[src/rtl/cgra_cfg_pkg.sv]
// Shared CGRA tile configuration: loader state encoding and default sizes.
package cgra_cfg_pkg;

   localparam int unsigned DEFAULT_WIDTH      = 16;
   localparam int unsigned DEFAULT_NUM_INPUTS = 8;
   localparam int unsigned FRAME_CNT_W        = 16;

   typedef enum logic [1:0] {
      COLLECT = 2'd0,
      WRITE   = 2'd1,
      DISCARD = 2'd2
   } loader_state_e;

endpackage

[src/rtl/regfile_loader_if.sv]
// Network word stream in, register-file parallel write port out.
// master = network/register-file side, slave = the loader.
interface regfile_loader_if
   import cgra_cfg_pkg::*;
#(
   parameter int unsigned width      = DEFAULT_WIDTH,
   parameter int unsigned num_inputs = DEFAULT_NUM_INPUTS
);

   logic                             in_valid;
   logic [width-1:0]                 in_data;
   logic                             in_last;
   logic                             in_ready;
   logic                             wen;
   logic [num_inputs:0][width-1:0]   w_data;
   logic                             wr_ack;

   modport master (
      output in_valid, in_data, in_last, wr_ack,
      input  in_ready, wen, w_data
   );

   modport slave (
      input  in_valid, in_data, in_last, wr_ack,
      output in_ready, wen, w_data
   );

endinterface

[src/rtl/regfile_loader.sv]
// Assembles num_inputs vector words plus one config word from the network
// into a frame buffer and holds it on the register-file write port until
// acknowledged. Optional write-ack timeout: REGFILE_LOADER_TIMEOUT_EN.
module regfile_loader
   import cgra_cfg_pkg::*;
#(
   parameter int unsigned width       = DEFAULT_WIDTH,
   parameter int unsigned num_inputs  = DEFAULT_NUM_INPUTS,
   parameter int unsigned ack_timeout = 64
) (
   input  logic                   clk,
   input  logic                   reset,
   regfile_loader_if.slave        bus,
   output logic                   busy,
   output logic                   frame_err,
   output logic [FRAME_CNT_W-1:0] frame_cnt,
   output logic                   ack_timeout_err
);

   localparam int unsigned      IDX_W    = (num_inputs > 0) ? $clog2(num_inputs + 1) : 1;
   localparam logic [IDX_W-1:0] LAST_IDX = IDX_W'(num_inputs);

   loader_state_e    state;
   logic [IDX_W-1:0] idx;
   logic             first_wr;
   logic [width-1:0] word_c;
   logic             accept_c;
   logic             ack_c;
   logic             timeout_c;

   assign word_c   = bus.in_data;
   assign accept_c = bus.in_valid && bus.in_ready;
   // An ack seen in the first WRITE cycle may belong to the previous frame.
   assign ack_c    = bus.wr_ack && !first_wr;

`ifdef REGFILE_LOADER_TIMEOUT_EN
   localparam int unsigned     TO_W    = (ack_timeout > 1) ? $clog2(ack_timeout) : 1;
   localparam logic [TO_W-1:0] TO_LAST = TO_W'(ack_timeout - 1);

   logic [TO_W-1:0] wr_cnt;

   // Last permitted WRITE cycle without an ack.
   assign timeout_c = (wr_cnt == TO_LAST);
`else
   // No timeout built in: WRITE waits for the ack indefinitely.
   assign timeout_c       = 1'b0;
   assign ack_timeout_err = (ack_timeout == 0) & 1'b0;
`endif

   // Frame collection, write hand-off and status, all registered.
   always_ff @(posedge clk or negedge reset) begin
      if (!reset) begin
         state        <= COLLECT;
         idx          <= '0;
         first_wr     <= 1'b0;
         bus.in_ready <= 1'b1;
         bus.wen      <= 1'b0;
         bus.w_data   <= '0;
         busy         <= 1'b0;
         frame_err    <= 1'b0;
         frame_cnt    <= '0;
`ifdef REGFILE_LOADER_TIMEOUT_EN
         wr_cnt          <= '0;
         ack_timeout_err <= 1'b0;
`endif
      end else begin
         frame_err <= 1'b0;
         unique case (state)
            COLLECT: begin
               if (accept_c) begin
                  if (idx == LAST_IDX) begin
                     idx <= '0;
                     if (bus.in_last) begin
                        // Config word closes a well-formed frame.
                        bus.w_data[idx] <= word_c;
                        state           <= WRITE;
                        bus.wen         <= 1'b1;
                        bus.in_ready    <= 1'b0;
                        busy            <= 1'b1;
                        first_wr        <= 1'b1;
`ifdef REGFILE_LOADER_TIMEOUT_EN
                        wr_cnt          <= '0;
`endif
                     end else begin
                        // Frame too long: drop this word and the rest.
                        frame_err <= 1'b1;
                        state     <= DISCARD;
                     end
                  end else begin
                     bus.w_data[idx] <= word_c;
                     if (bus.in_last) begin
                        // Frame too short: partial data stays, never written.
                        idx       <= '0;
                        frame_err <= 1'b1;
                     end else begin
                        idx <= idx + IDX_W'(1);
                     end
                  end
               end
            end

            WRITE: begin
               first_wr <= 1'b0;
               if (ack_c) begin
                  state        <= COLLECT;
                  bus.wen      <= 1'b0;
                  bus.in_ready <= 1'b1;
                  busy         <= 1'b0;
                  frame_cnt    <= frame_cnt + FRAME_CNT_W'(1);
               end else if (timeout_c) begin
                  state        <= COLLECT;
                  bus.wen      <= 1'b0;
                  bus.in_ready <= 1'b1;
                  busy         <= 1'b0;
`ifdef REGFILE_LOADER_TIMEOUT_EN
                  ack_timeout_err <= 1'b1;
`endif
               end
`ifdef REGFILE_LOADER_TIMEOUT_EN
               wr_cnt <= wr_cnt + TO_W'(1);
`endif
            end

            DISCARD: begin
               if (accept_c && bus.in_last) begin
                  state <= COLLECT;
               end
            end

            default: begin
               state <= COLLECT;
               idx   <= '0;
            end
         endcase
      end
   end

endmodule

[src/flat_wrapper.sv]
// flat-port wrapper written by rule: the top's interface ports become plain ports
module regfile_loader_flat import cgra_cfg_pkg::*;
#(
   parameter int unsigned width       = DEFAULT_WIDTH,
   parameter int unsigned num_inputs  = DEFAULT_NUM_INPUTS,
   parameter int unsigned ack_timeout = 64
)
  (clk, reset, busy, frame_err, frame_cnt, ack_timeout_err, bus_in_valid, bus_in_data, bus_in_last, bus_wr_ack, bus_in_ready, bus_wen, bus_w_data);
  regfile_loader_if #(.width(width), .num_inputs(num_inputs)) bus_i ();
  input  logic clk;
  input  logic reset;
  output logic busy;
  output logic frame_err;
  output logic [FRAME_CNT_W-1:0] frame_cnt;
  output logic ack_timeout_err;
  input wire logic [$bits(bus_i.in_valid)-1:0] bus_in_valid;
  input wire logic [$bits(bus_i.in_data)-1:0] bus_in_data;
  input wire logic [$bits(bus_i.in_last)-1:0] bus_in_last;
  input wire logic [$bits(bus_i.wr_ack)-1:0] bus_wr_ack;
  output wire logic [$bits(bus_i.in_ready)-1:0] bus_in_ready;
  output wire logic [$bits(bus_i.wen)-1:0] bus_wen;
  output wire logic [$bits(bus_i.w_data)-1:0] bus_w_data;
  assign bus_i.in_valid = bus_in_valid;
  assign bus_i.in_data = bus_in_data;
  assign bus_i.in_last = bus_in_last;
  assign bus_i.wr_ack = bus_wr_ack;
  assign bus_in_ready = bus_i.in_ready;
  assign bus_wen = bus_i.wen;
  assign bus_w_data = bus_i.w_data;
  regfile_loader #(.width(width), .num_inputs(num_inputs), .ack_timeout(ack_timeout)) u_core (.clk(clk), .reset(reset), .bus(bus_i), .busy(busy), .frame_err(frame_err), .frame_cnt(frame_cnt), .ack_timeout_err(ack_timeout_err));
endmodule
[config.mk]
export PLATFORM = sky130hd
export DESIGN_NAME = regfile_loader_flat
export DESIGN_NICKNAME = d
export VERILOG_FILES = /design/src/rtl/cgra_cfg_pkg.sv /design/src/rtl/regfile_loader_if.sv /design/src/rtl/regfile_loader.sv /design/src/flat_wrapper.sv
export SDC_FILE = /design/constraint.sdc
export NUM_CORES = 1
export LEC_CHECK = 0
export CAP_MARGIN = 30
export CORE_AREA = 2 2 124 126
export CTS_BUF_LIST = sky130_fd_sc_hd__clkbuf_8 sky130_fd_sc_hd__clkbuf_16
export DETAILED_ROUTE_END_ITERATION = 16
export DIE_AREA = 0 0 126 128
export MAX_ROUTING_LAYER = met4
export PLACE_DENSITY = 0.76
export SYNTH_ARGS = -nofsm -noshare
export SYNTH_HDL_FRONTEND = slang
export SYNTH_SLANG_ARGS = --single-unit
[constraint.sdc]
create_clock -name clk -period 3.7 [get_ports clk]
set_input_delay 0.925 -clock clk [delete_from_list [all_inputs] [get_ports clk]]
set_output_delay 0.925 -clock clk [all_outputs]
set_load 0.02 [all_outputs]
==> metrics.txt, run 1 <==
status=completed; Fill cells=1108; Main synth FF type=dfrtp_1; CTS sink cnt=170; Die W=126 microns; final wirelength=16300 microns; PD cells=381 mW/mm^2; drt pass-1 iters=4; Slowest cell on crit path=or3_1; clk_lat worst skew=0.42 ns; async set-reset flop share out of synthesis=100%; CP peak stage delay=0.51 ns; total track usage=21.4%; Post-CTS Resized=0; clock buffer depth=2; Worst Hold End=u_core.frame_cnt[15]; Max Cap Viol=0; share of layout cells above drive strength 1=30.1%; synthesized area=around 0.007 sq mm; vias in the first global route=between 4k and 5k; Top Family by Delay on Critical Path=simple AND/OR/NAND/NOR gates; Syn Area/Cell=15.7 sq um; Finished Cell Area=roughly 0.0096 sq mm; HPWL Detailed=between 10000 and 15000 microns; # port buffers=between 150 and 200; RSZ-0062 raised after global routing=false; die outline height=128 microns; Seq/Total Area, Yosys=about three fifths; DR vias=4392; Post-CTS Setup Bufs=0; CP max FO=10; CTS tree=built; worst slew pin tran=0.791 ns; I/O pins=186; Setup TNS=0 ns; core area=approximately 0.015 sq mm; global route overflow=0; Slew HR=47.3%; hold depth=1; Lkg Pwr=between 4 and 5 nW; die area=between 0.015 and 0.02 sq mm; CP Class=in2reg; Setup WS post-layout=about 0.7 ns; DR iter-0 viols=between 200 and 250; peak supply drop=0.000308 V; commonest non-fill, non-tap cells in the layout=clkdlybuf4s50_1, dfrtp_1, mux2_2; synthesized instance count=around 440; routed len/inst=19.2 microns; reg2reg start=u_core.idx[0]; number of synthesized flops with an enable pin=0; CTS buffer count=17; commonest non-fill, non-tap cell in the layout=clkdlybuf4s50_1; global-route wire length before repair=between 20000 and 30000 microns; worst reg2reg path depth=10; Layout Nets=675; # rows=45; Layout Utilization=~64%; Fin. Hold Viols=0; area occupied by multi-input gates=0.00251 sq mm; Setup violations, final=0; Worst EP arrival=about 3.3 ns; hold crit path type=reg2reg; H-tree levels=4; cts hold-fix bufs=0; fin crit period=around 3 ns; Hold Startpoint=u_core.frame_cnt[15]; YS warnings=0; Via density=roughly 5.2; Worst EP required=3.99 ns; FF-to-FF End=u_core.bus.w_data[37]; dpl cell area=0.00902 sq mm; Syn Nets=~470; CP startpoint kind=input pin; post-route clock period utilization=about four fifths; initial antenna violation count=0; fin. max-slew vios=0; remaining antenna violation count=0; Post-Route Skew=0.00966 ns; placer congestion estimate=0.786; Worst setup startpoint=bus_in_last; Starting Density=46.6%; ANT cells=0; Cell variety after synth=44; crit-path cells=clkdlybuf4s50_1 > inv_1 > ha_1 > nand2b_1 > or3_1 > nor3b_4 > buf_4 > mux2_4; setup slack, reg-to-reg=0.81 ns; largest net degree at the start of global routing=88; Max Fclk=332 MHz; Reg area=0.00426 sq mm; total power=3.65 mW; DRC Markers=0; flops & latches, synth=170; crit end category=flop; worst path bufs/invs=3; area grow syn2layout=38.4%; Worst-path clk slew=0.06 ns; Worst Setup Slack post-DPL=~0.26 ns; Root Driver=clkbuf_16
==> final cells by class <==
class | count | area share [%]
inverters | 10 | 0.392
clock inverters | 13 | 1.20
flip-flops and latches | 170 | 44.4
multi-input cells | 247 | 26.2
well taps | 188 | 2.45
repair buffers | 199 | 20.7
clock buffers | 19 | 4.73
==> how the worst max path moves through the flow <==
stage | end | depth (start not counted) | slack (ns)
2_1_floorplan | u_core.bus.w_data[21] | 8 | 0.96
3_3_place_gp | u_core.bus.w_data[58] | 8 | 0.36
3_5_place_dp | u_core.bus.w_data[37] | 8 | 0.26
4_1_cts | u_core.bus.w_data[37] | 8 | 0.70
5_1_grt | u_core.bus.w_data[37] | 8 | 0.60
6_report | u_core.bus.w_data[37] | 8 | 0.69
==> cells in the mapped netlist, types with 3 or more instances <==
cell / instances / area (sq um)
nand3b_1: 6 / 45.0
nor2_1: 13 / 48.8
buf_12: 3 / 60.1
inv_1: 10 / 37.5
a22o_1: 4 / 35.0
ha_1: 9 / 113
mux2_2: 116 / 1310
nand2_1: 5 / 18.8
o21ai_0: 3 / 15.0
clkbuf_1: 5 / 18.8
nand2b_1: 3 / 18.8
nand4_1: 3 / 18.8
mux2_4: 30 / 450
buf_4: 3 / 22.5
nand3_1: 10 / 50.1
xnor2_1: 6 / 52.6
nor3b_4: 4 / 75.1
dfrtp_1: 169 / 4230
xor2_1: 9 / 78.8
==> state kept, by name (all words and copies together), names as in the netlist <==
register / cells
u_core.first_wr: 1
u_core.busy: 1
u_core.state: 2
u_core.idx: 4
u_core.frame_err: 1
u_core.bus.w_data: 144
u_core.bus.in_ready: 1
u_core.frame_cnt: 16
==> power by group <==
part           switching (mW)  total, mW  internal (mW)
Sequential                  0       1.86           1.86
Clock                   0.687       1.70           1.01
Combinational          0.0662     0.0904         0.0242
Total                   0.753       3.65           2.90
==> routing by layer <==
metal  wire length [microns]  track usage, %  part of all wire [%]  up-vias
li1                        -               -                     -     1968
met5                       0               -                     0        -
met1                    7380            28.1                    45     2287
met3                     575            4.51                   3.5       17
met2                    8050            33.4                    49      120
met4                     262            7.43                   1.6        0
==> logic make-up after synthesis <==
logic type / count (synthesis) / share of synthesized area, %
other: 1 / 0.0541
AND/OR/NAND/NOR: 58 / 5.37
AO/OA/AOI/OAI: 18 / 1.86
buffers and inverters: 24 / 2.40
flip-flops: 170 / 61.4
multiplexers: 146 / 25.4
adder cells (fa/ha/maj): 9 / 1.63
XOR/XNOR: 15 / 1.90
==> through the flow <==
step                hold slack (ns)  cells
CTS                           0.470    846
floorplan                     0.522    441
finish                        0.462    846
global route                  0.496    846
detailed placement            0.462    814
global placement              0.457    814
Note: power is estimated with default switching activity, not from simulation.
==> run 2, diff against run 1 <==
==> constraint.sdc (replaced) <==
create_clock -name clk -period 2.88 [get_ports clk]
set_input_delay 0.72 -clock clk [delete_from_list [all_inputs] [get_ports clk]]
set_output_delay 0.72 -clock clk [all_outputs]
set_load 0.02 [all_outputs]
==> run 2 against run 1 <==
Cell count rose by 1.4%. Sequential share of layout area fell by 1.0 points. Worst hold slack got worse by 0.19 ns. Final area rose by 2.3%. Critical path depth rose by 2. Clock skew rose by 0.00081 ns. Via count rose by 1.2%. Sequential cell count did not move. Global-route usage rose by 0.85 points. Critical endpoint is now u_core.bus.w_data[35]. Largest cell class unchanged.
==> metrics.txt, run 2 (synthesis gave the netlist of run 1 again) <==
Setup TNS=0 ns (unchanged); DRC Markers=0 (unchanged); peak supply drop=0.000343 V (was 0.000308 V); P_sw=1.04 mW (was 753 uW); Slew HR=60.8% (was 47.3%); crit-path cells=inv_1 > ha_1 > nand3b_1 > inv_1 > ha_1 > nand2b_1 > or3_4 > nor3b_4 > buf_4 > mux2_2 (was clkdlybuf4s50_1 > inv_1 > ha_1 > nand2b_1 > or3_1 > nor3b_4 > buf_4 > mux2_4); CTS buffer count=17 (unchanged); CP Class=reg2reg (was in2reg); I/O pins=186 (unchanged); Worst EP required=3.19 ns (was 3.99 ns); clock power share=50.0% (was 46.6%); fin crit period=2.69 ns; RSZ-0062 raised after global routing=false (unchanged); Gate power share=2.5% (about the same); Fill cells=1078 (was 1108); Post-Route Skew=0.0105 ns (was 0.00966 ns); commonest non-fill, non-tap cells in the layout=clkdlybuf4s50_1, dfrtp_1, mux2_2 (unchanged); CP peak stage delay=0.42 ns (was 0.51 ns); Reg power frac=47.5% (was 50.9%); share of layout cells above drive strength 1=32.2% (was 30.1%); CP startpoint kind=flop (was input pin); # rows=45 (unchanged); status=completed (unchanged); crit end category=flop (unchanged); global-route wire length before repair=26600 microns (was 25600 microns); fin. max-slew vios=0 (unchanged); CTS sink cnt=170 (unchanged); worst hold slack=0.271 ns (was 0.462 ns); Max Cap Viol=0 (unchanged); Worst EP arrival=2.99 ns (was 3.30 ns); die outline height=128 microns (unchanged); Max Fclk=roughly 370 MHz; initial antenna violation count=0 (unchanged); CP max FO=6 (was 10); DR vias=4445 (was 4392); PD cells=513 mW/mm^2 (was 381 mW/mm^2); commonest non-fill, non-tap cell in the layout=clkdlybuf4s50_1 (unchanged); Sw Share=20.6% (about the same); DR iter-0 viols=309 (was 243); global route overflow=0 (unchanged); placer congestion estimate=0.769 (was 0.786); drt pass-1 iters=4 (unchanged); post-route clock period utilization=93.2%; area grow syn2layout=41.5% (was 38.4%); Top Family by Delay on Critical Path=simple AND/OR/NAND/NOR gates (unchanged); routed len/inst=19.7 microns (was 19.2 microns); Layout Nets=687 (was 675); final wirelength=16900 microns (was 16300 microns); Worst-path clk slew=0.06 ns (about the same); Lkg Pwr=4.68 nW (was 4.58 nW); core area=0.0149 sq mm (unchanged); Top reg by flops=u_core.bus.w_data (unchanged); biggest regs=u_core.bus.w_data x144, u_core.frame_cnt x16, u_core.idx x4 (unchanged); worst slew pin tran=0.588 ns (was 0.791 ns); total track usage=22.2% (was 21.4%); Via density=5.18 (was 5.19); die area=0.0161 sq mm (unchanged); Setup violations, final=0 (unchanged); ANT cells=0 (unchanged); max reg flops=144 (unchanged); worst path bufs/invs=3 (unchanged); hold crit path type=in2async (was reg2reg); Root Driver=clkbuf_16 (unchanged); Slowest cell on crit path=or3_4 (was or3_1); largest net degree at the start of global routing=71 (was 88); Starting Density=46.6% (unchanged); vias in the first global route=4714 (was 4543); Die W=126 microns (unchanged); clock buffer depth=2 (unchanged); CTS tree=built (unchanged); P_int=3.99 mW (was 2.90 mW); remaining antenna violation count=0 (unchanged); # port buffers=184 (unchanged); clk_lat worst skew=0.42 ns (about the same); HPWL Detailed=11900 microns (was 11600 microns); Fin. Hold Viols=0 (unchanged); H-tree levels=4 (unchanged)
## run 2: layout make-up
cell class	instances	area (sq um)	share of cell area, %
inverter	10	37.5	0.383
clock buffer	18	439	4.48
tap	188	235	2.40
timing repair buffer	211	2110	21.5
sequential	170	4260	43.4
multi-input combinational	247	2510	25.6
clock inverter	14	216	2.21
## run 2: power by group through the flow
stage / clock network, mW / registers (mW) / logic, mW
floorplan: 0 / 2.43 / 0.00691
global placement: 0 / 2.43 / 0.124
detailed placement: 0 / 2.43 / 0.127
CTS: 2.56 / 2.39 / 0.128
global route: 2.64 / 2.39 / 0.140
finish: 2.52 / 2.39 / 0.124
## run 2: layer usage
metal  GRT usage, %  wire length [microns]  up-vias
met3           4.84                    908       30
li1               -                      -     1995
met5              -                      0        -
met4           8.34                    352        0
met2           34.6                   8160      145
met1           29.0                   7440     2275
## run 2: path summary, 6_finish.rpt
check                                   endpoint  slack, ns  cells after the start                  from
max                        u_core.bus.w_data[35]       0.19                     10         u_core.idx[1]
min                        u_core.bus.w_data[87]       0.27                      1                 reset
max reg2reg                u_core.bus.w_data[35]       0.19                     10         u_core.idx[1]
min reg2reg                 u_core.frame_cnt[15]       0.49                      1  u_core.frame_cnt[15]
max in group asynchronous   u_core.bus.w_data[5]       1.76                      2                 reset
min in group clk            u_core.frame_cnt[15]       0.49                      1  u_core.frame_cnt[15]
## run 2: timing repair
item,4_1_cts,5_1_grt
gates resized for setup,0,1
hold buffers,0,0
endpoints found under the setup margin,0,64
endpoints found under the hold margin,0,0
setup buffers,0,1
## run 2: metrics by stage
step / area [sq um] / power, mW / util [%] / setup slack (ns) / cells
global placement: 9140 / 2.56 / 61.5 / -0.203 / 825
global route: 9800 / 5.17 / 66.0 / 0.0247 / 858
CTS: 9790 / 5.07 / 65.9 / 0.0317 / 857
floorplan: 6930 / 2.44 / - / 0.273 / 441
finish: 9800 / 5.03 / 66.0 / 0.195 / 858
detailed placement: 9140 / 2.56 / 61.5 / -0.234 / 825
==> run 3, diff against run 2 <==
==> constraint.sdc (replaced) <==
create_clock -name clk -period 2.88 [get_ports clk]
set_input_delay 0.72 -clock clk [delete_from_list [all_inputs] [get_ports clk]]
set_output_delay 0.72 -clock clk [all_outputs]
set_load 0.005 [all_outputs]
==> results of run 3 <==
The final DEF is identical to that of run 2. Status: completed.
==> RTL edit 1 (settings of run 2) <==
Make the reset (`reset`) synchronous in one clocked block.
--- a/src/rtl/regfile_loader.sv
+++ b/src/rtl/regfile_loader.sv
@@ -48,7 +48,7 @@
 `endif
 
    // Frame collection, write hand-off and status, all registered.
-   always_ff @(posedge clk or negedge reset) begin
+   always_ff @(posedge clk) begin
       if (!reset) begin
          state        <= COLLECT;
          idx          <= '0;
Behaviour: differs if reset is asserted again (counterexample within 4 cycles, from zero or initial values and one cycle with reset low); with reset held inactive, the same outputs for 4 cycles.
==> RTL edit 1 against run 2 <==
Via count rose by 29%. Synthesized area fell by 7.9%. Synthesized cell count grew 67%. Wire length rose by 5.2%. Core utilization is 4.9 points lower. First-iteration DRC count is 62% higher. Cell area fell by 7.4%. Critical path type unchanged. Setup slack improved by 190 ps. Sequential cell count unchanged. Critical endpoint is now u_core.bus.w_data[24]. Global-route usage increased by 0.42 points. Critical path depth did not move.
Power is not compared: it rests on default switching activity, and its combinational part moved more than twofold at a synthesized area within 25%.
==> RTL edit 1: results (changes against run 2) <==
| Metric | Value |
|---|---|
| Initial antenna violation count | 0 (unchanged) |
| Pleak | 0.003153 µW |
| Crit path max fanout | 32 (was 6) |
| Nets | 927 (was 687) |
| Hpwl dp | 12.11 mm (was 11.86 mm) |
| Sequential fraction of the synthesis area | 53.33% (was 61.43%) |
| Pre-CTS WS | 98.21 ps (was -234.0 ps) |
| Maximum vdd drop | 451.5 µV |
| CP Data Arrival Time | 2840 ps (was 2990 ps) |
| Final Skew | 7.928 ps (was 10.47 ps) |
| Hold Path Class | flop to flop (was input pin to async pin) |
| Slowest CP cell | nor4b_2 (was or3_4) |
| H-tree levels | 4 (unchanged) |
| Total track usage | 22.66% (was 22.24%) |
| Layout cells sized above 1 | 6.813% (was 32.24%) |
| CP startpoint | u_core.idx[0] (was u_core.idx[1]) |
| First-pass GRT wire length | 27.93 mm (was 26.61 mm) |
| Via-to-Cell Ratio | 5.205 (was 5.181) |
| Vias | 5715 (was 4445) |
| Async set-reset flop share out of synthesis | 0% (was 100.0%) |
| Cell variety after synth | 45 (was 44) |
| Worst r2r path cells | 10 (unchanged) |
| Status | completed (unchanged) |
| Syn Nets | 766 (was 471) |
| Drt first pass iters | 5 (was 4) |
| Top post-synthesis cells by area | dfxtp_1, nand3_1, o21ai_0, nand2_1, mux2i_1 (was dfrtp_1, mux2_2, mux2_4, ha_1, xor2_1) |
| WL/cell | 16.16 µm (was 19.66 µm) |
| Dpl cell area | 8434 µm² (was 9136 µm²) |
| Yosys warns | 0 (unchanged) |
| Cts bufs inserted | 17 (unchanged) |
| Diode count | 0 (unchanged) |
| Post-CTS sizing | 0 (unchanged) |
| Biggest regs | u_core.bus.w_data (144), u_core.frame_cnt (16), u_core.idx (4) (unchanged) |
| CP peak stage delay | 480 ps (was 420 ps) |
| Max clock buf depth | 2 (unchanged) |
| Final critical-path setup slack | 382.9 ps (was 195.0 ps) |
| IO Port Bufs | 184 (unchanged) |
| Worst reg2reg path endpoint | u_core.bus.w_data[24] (was u_core.bus.w_data[35]) |
| Post-Place Cells | 1066 (was 825) |
| Mapped Avg Cell Area | 8.670 µm² (was 15.71 µm²) |
| Pin count of the biggest net entering global routing | 98 (was 71) |
| Share of the synthesized area in the top cell type | 53.33% (was 61.05%) |
| Post-CTS Setup Bufs | 0 (unchanged) |
| Synth top cells by count | dfxtp_1, nand3_1, o21ai_0, nand2_1, clkbuf_1 (was dfrtp_1, mux2_2, mux2_4, nor2_1) |
| Clock Latency Late Sink | 420 ps (about the same) |
| DR iter-0 viols | 500 (was 309) |
| Root buffer cell | clkbuf_16 (unchanged) |
| Crit Path Class | flop to flop (unchanged) |
| Layout fillers | 1302 (was 1078) |
| Final GP Congestion | 0.8125 (was 0.7686) |
| Number of global-route vias before repair | 5168 (was 4714) |
| Clock transition at the registers of the reported paths | 60 ps (about the same) |
==> RTL edit 1: area by class of cell <==
type	count	share of cell area, %
clock buffers	17	4.685
clock inverters	15	2.425
inverters	13	0.5374
multi-input cells	494	29.75
flip-flops and latches	170	37.48
well taps	188	2.591
repair buffers	201	22.53
==> RTL edit 1: logic make-up (layout without fill, tap and decap cells) <==
group	count (synthesis)	after routing	synth area share (%)
fa+ha+maj	9	9	1.765
mux	21	21	3.294
xor+xnor	8	8	1.098
flops	170	170	53.33
compound gates	152	152	12.57
buf+inv	72	246	4.725
simple gates	303	303	23.16
other cells	1	1	0.05877
==> RTL edit 1: worst min-delay path by stage <==
stage          slack, ps  cells past startpoint                    end                   from
2_1_floorplan        450                      2        u_core.state[1]        u_core.state[1]
3_3_place_gp         440                      2   u_core.bus.w_data[0]   u_core.bus.w_data[0]
3_5_place_dp         450                      2   u_core.bus.w_data[0]   u_core.bus.w_data[0]
4_1_cts              460                      2   u_core.bus.w_data[0]   u_core.bus.w_data[0]
5_1_grt              480                      2  u_core.bus.w_data[55]  u_core.bus.w_data[55]
6_report             460                      2   u_core.bus.w_data[0]   u_core.bus.w_data[0]
==> RTL edit 1: power breakdown <==
| part | total (µW) | switching [µW] | internal (µW) | leakage, µW |
|---|---|---|---|---|
| combinational | 290 | 187 | 103 | 0.00147 |
| clock | 2500 | 953 | 1540 | 0.000314 |
| sequential | 2390 | 14.9 | 2380 | 0.00137 |
==> RTL edit 1: critical path: cells and delay by family, from the launching register on <==
kind                       cells  cell delay [ps]
AOI/OAI and AO/OA              1              100
adders and majority gates      2              450
buffers and inverters          3              420
DFF                            1              380
and+or+nand+nor                4             1050
==> RTL edit 1: stage by stage <==
step | total power, µW | utilization [%]
after floorplan | 2581 | -
after global placement | 2732 | 56.74
after detailed placement | 2734 | 56.74
after CTS | 5211 | 61.09
after global routing | 5339 | 61.09
final | 5178 | 61.09
==> RTL edit 1: routing by layer <==
layer / wire length [µm] / vias up / global-route usage (%)
li1: - / 2878 / -
met5: 0 / - / -
met2: 8402 / 198 / 35.04
met1: 8156 / 2625 / 30.28
met4: 206 / 0 / 7.175
met3: 974 / 14 / 4.257
==> RTL edit 2 (flow settings as in run 2) <==
Made on the original files. Build with the macro `REGFILE_LOADER_TIMEOUT_EN` defined.
--- a/src/rtl/regfile_loader.sv
+++ b/src/rtl/regfile_loader.sv
@@ -1,6 +1,8 @@
 // Assembles num_inputs vector words plus one config word from the network
 // into a frame buffer and holds it on the register-file write port until
 // acknowledged. Optional write-ack timeout: REGFILE_LOADER_TIMEOUT_EN.
+`define REGFILE_LOADER_TIMEOUT_EN
+
 module regfile_loader
    import cgra_cfg_pkg::*;
 #(
Function: same outputs for any inputs over 4 cycles, from zero or initial values and one cycle with reset low; that may be too few to reach the edited logic, so the function may still have changed.
==> RTL edit 2 against run 2 <==
Power increased by 1.3%. Sequential cell count increased by 7. Cell area increased by 1.1%. Synthesized area up 2.6%. Die area unchanged. Worst hold slack got worse by 61 ps. Fmax grew 0.69%. Combinational power is 6% lower. First-iteration DRC count is 43% lower. Cell count increased by 2.8%. Wire length grew 2.6%. Setup slack improved by 19 ps. Critical endpoint is now u_core.bus.w_data[122].
==> RTL edit 2: results (changes against run 2) <==
| Metric | Value |
|---|---|
| Seq cells post-synth | 177 (was 170) |
| DR iter-0 viols | 177 (was 309) |
| Total track usage | 22.95% (was 22.24%) |
| Reg2Reg Setup Slack | 210 ps (was 190 ps) |
| Dpl cell area | 9264 µm² (was 9136 µm²) |
| Worst reg2reg path endpoint | u_core.bus.w_data[122] (was u_core.bus.w_data[35]) |
| Layout fillers | 1050 (was 1078) |
| Register area | 4431 µm² (was 4255 µm²) |
| Via-to-Cell Ratio | 5.253 (was 5.181) |
| Maximum vdd drop | 357.2 µV (was 342.9 µV) |
| Syn Nets | 506 (was 471) |
| Number of global-route vias before repair | 4998 (was 4714) |
| NonClk Buf Share | 20.55% (was 21.50%) |
| Met3 wire length | 1.117 mm (was 908 µm) |
| Status | completed (unchanged) |
| Clk cell area share | 6.503% (was 6.687%) |
| Post-Route WL | 17.30 mm (was 16.86 mm) |
| Synth top cells by count | dfrtp_1, mux2_2, nand2_1, nand3_1 (was dfrtp_1, mux2_2, mux2_4, nor2_1) |
| Pre-CTS WS | -91.77 ps (was -234.0 ps) |
| P per Cell Area | 513.8 nW/µm² (was 512.8 nW/µm²) |
| Top post-synthesis cells by area | dfrtp_1, mux2_2, ha_1, nand3_1, xor2_1 (was dfrtp_1, mux2_2, mux2_4, ha_1, xor2_1) |
| CP Data Arrival Time | 2970 ps (was 2990 ps) |
| Final GP Congestion | 0.9170 (was 0.7686) |
| Final instance area | 9908 µm² (was 9804 µm²) |
| Max clock buf depth | 2 (unchanged) |
| Cells after Synth | 475 (was 441) |
| First-pass GRT wire length | 27.48 mm (was 26.61 mm) |
| Number of clock buffers in the layout | 20 (was 18) |
| Nets | 712 (was 687) |
| WL met1 | 7.410 mm (was 7.443 mm) |
| Sequential fraction of the synthesis area | 62.34% (was 61.43%) |
| Biggest regs | u_core.bus.w_data (144), u_core.frame_cnt (16), u_core.wr_cnt (6) (was u_core.bus.w_data (144), u_core.frame_cnt (16), u_core.idx (4)) |
| Inverters excl. clock | 11 (was 10) |
| Final Skew | 7.045 ps (was 10.47 ps) |
| Pin count of the biggest net entering global routing | 84 (was 71) |
| Comb power frac | 2.3% (was 2.5%) |
| Crit path max fanout | 16 (was 6) |
| R2R Path Start | u_core.idx[0] (was u_core.idx[1]) |
| Rel. slew slack | 67.54% (was 60.83%) |
| Cell variety after synth | 47 (was 44) |
| IO Port Bufs | 185 (was 184) |
| Layout cells sized above 1 | 30.84% (was 32.24%) |
| Multi-input logic area | 2521 µm² (was 2512 µm²) |
| Met2 WL post-DR | 8.322 mm (was 8.159 mm) |
| Hpwl dp | 12.04 mm (was 11.86 mm) |
| Non-clock buffers | 201 (was 211) |
## RTL edit 2: stage by stage
stage          instances  util [%]  hold WS (ps)
3_5_place_dp         850     62.32         460.7
6_report             882     66.66         209.6
5_1_grt              882     66.66         222.3
4_1_cts              882     66.66         211.3
3_3_place_gp         850     62.32         457.2
2_1_floorplan        475         -         424.4
## RTL edit 2: cells by family after synthesis
family | share of synthesized area (%)
AOI/OAI and AO/OA | 2.183
xor gates and xnor gates | 1.849
adders and majority gates | 1.761
buffers and inverters | 2.183
DFF | 62.34
muxes | 22.98
and+or+nand+nor | 6.708
## RTL edit 2: critical path, stage by stage, from the launching register on
cell      delay [ps]
dfrtp_1          440
inv_1             90
ha_1             250
nand3b_1         170
inv_1            120
ha_1             280
nor4b_4          430
nand2_2          370
mux2_2           390
## RTL edit 2: per-layer routing
metal | vias to the layer above | track usage (%)
met5 | - | -
met4 | 0 | 9.114
met2 | 152 | 35.45
met1 | 2353 | 28.36
met3 | 30 | 7.346
li1 | 2098 | -
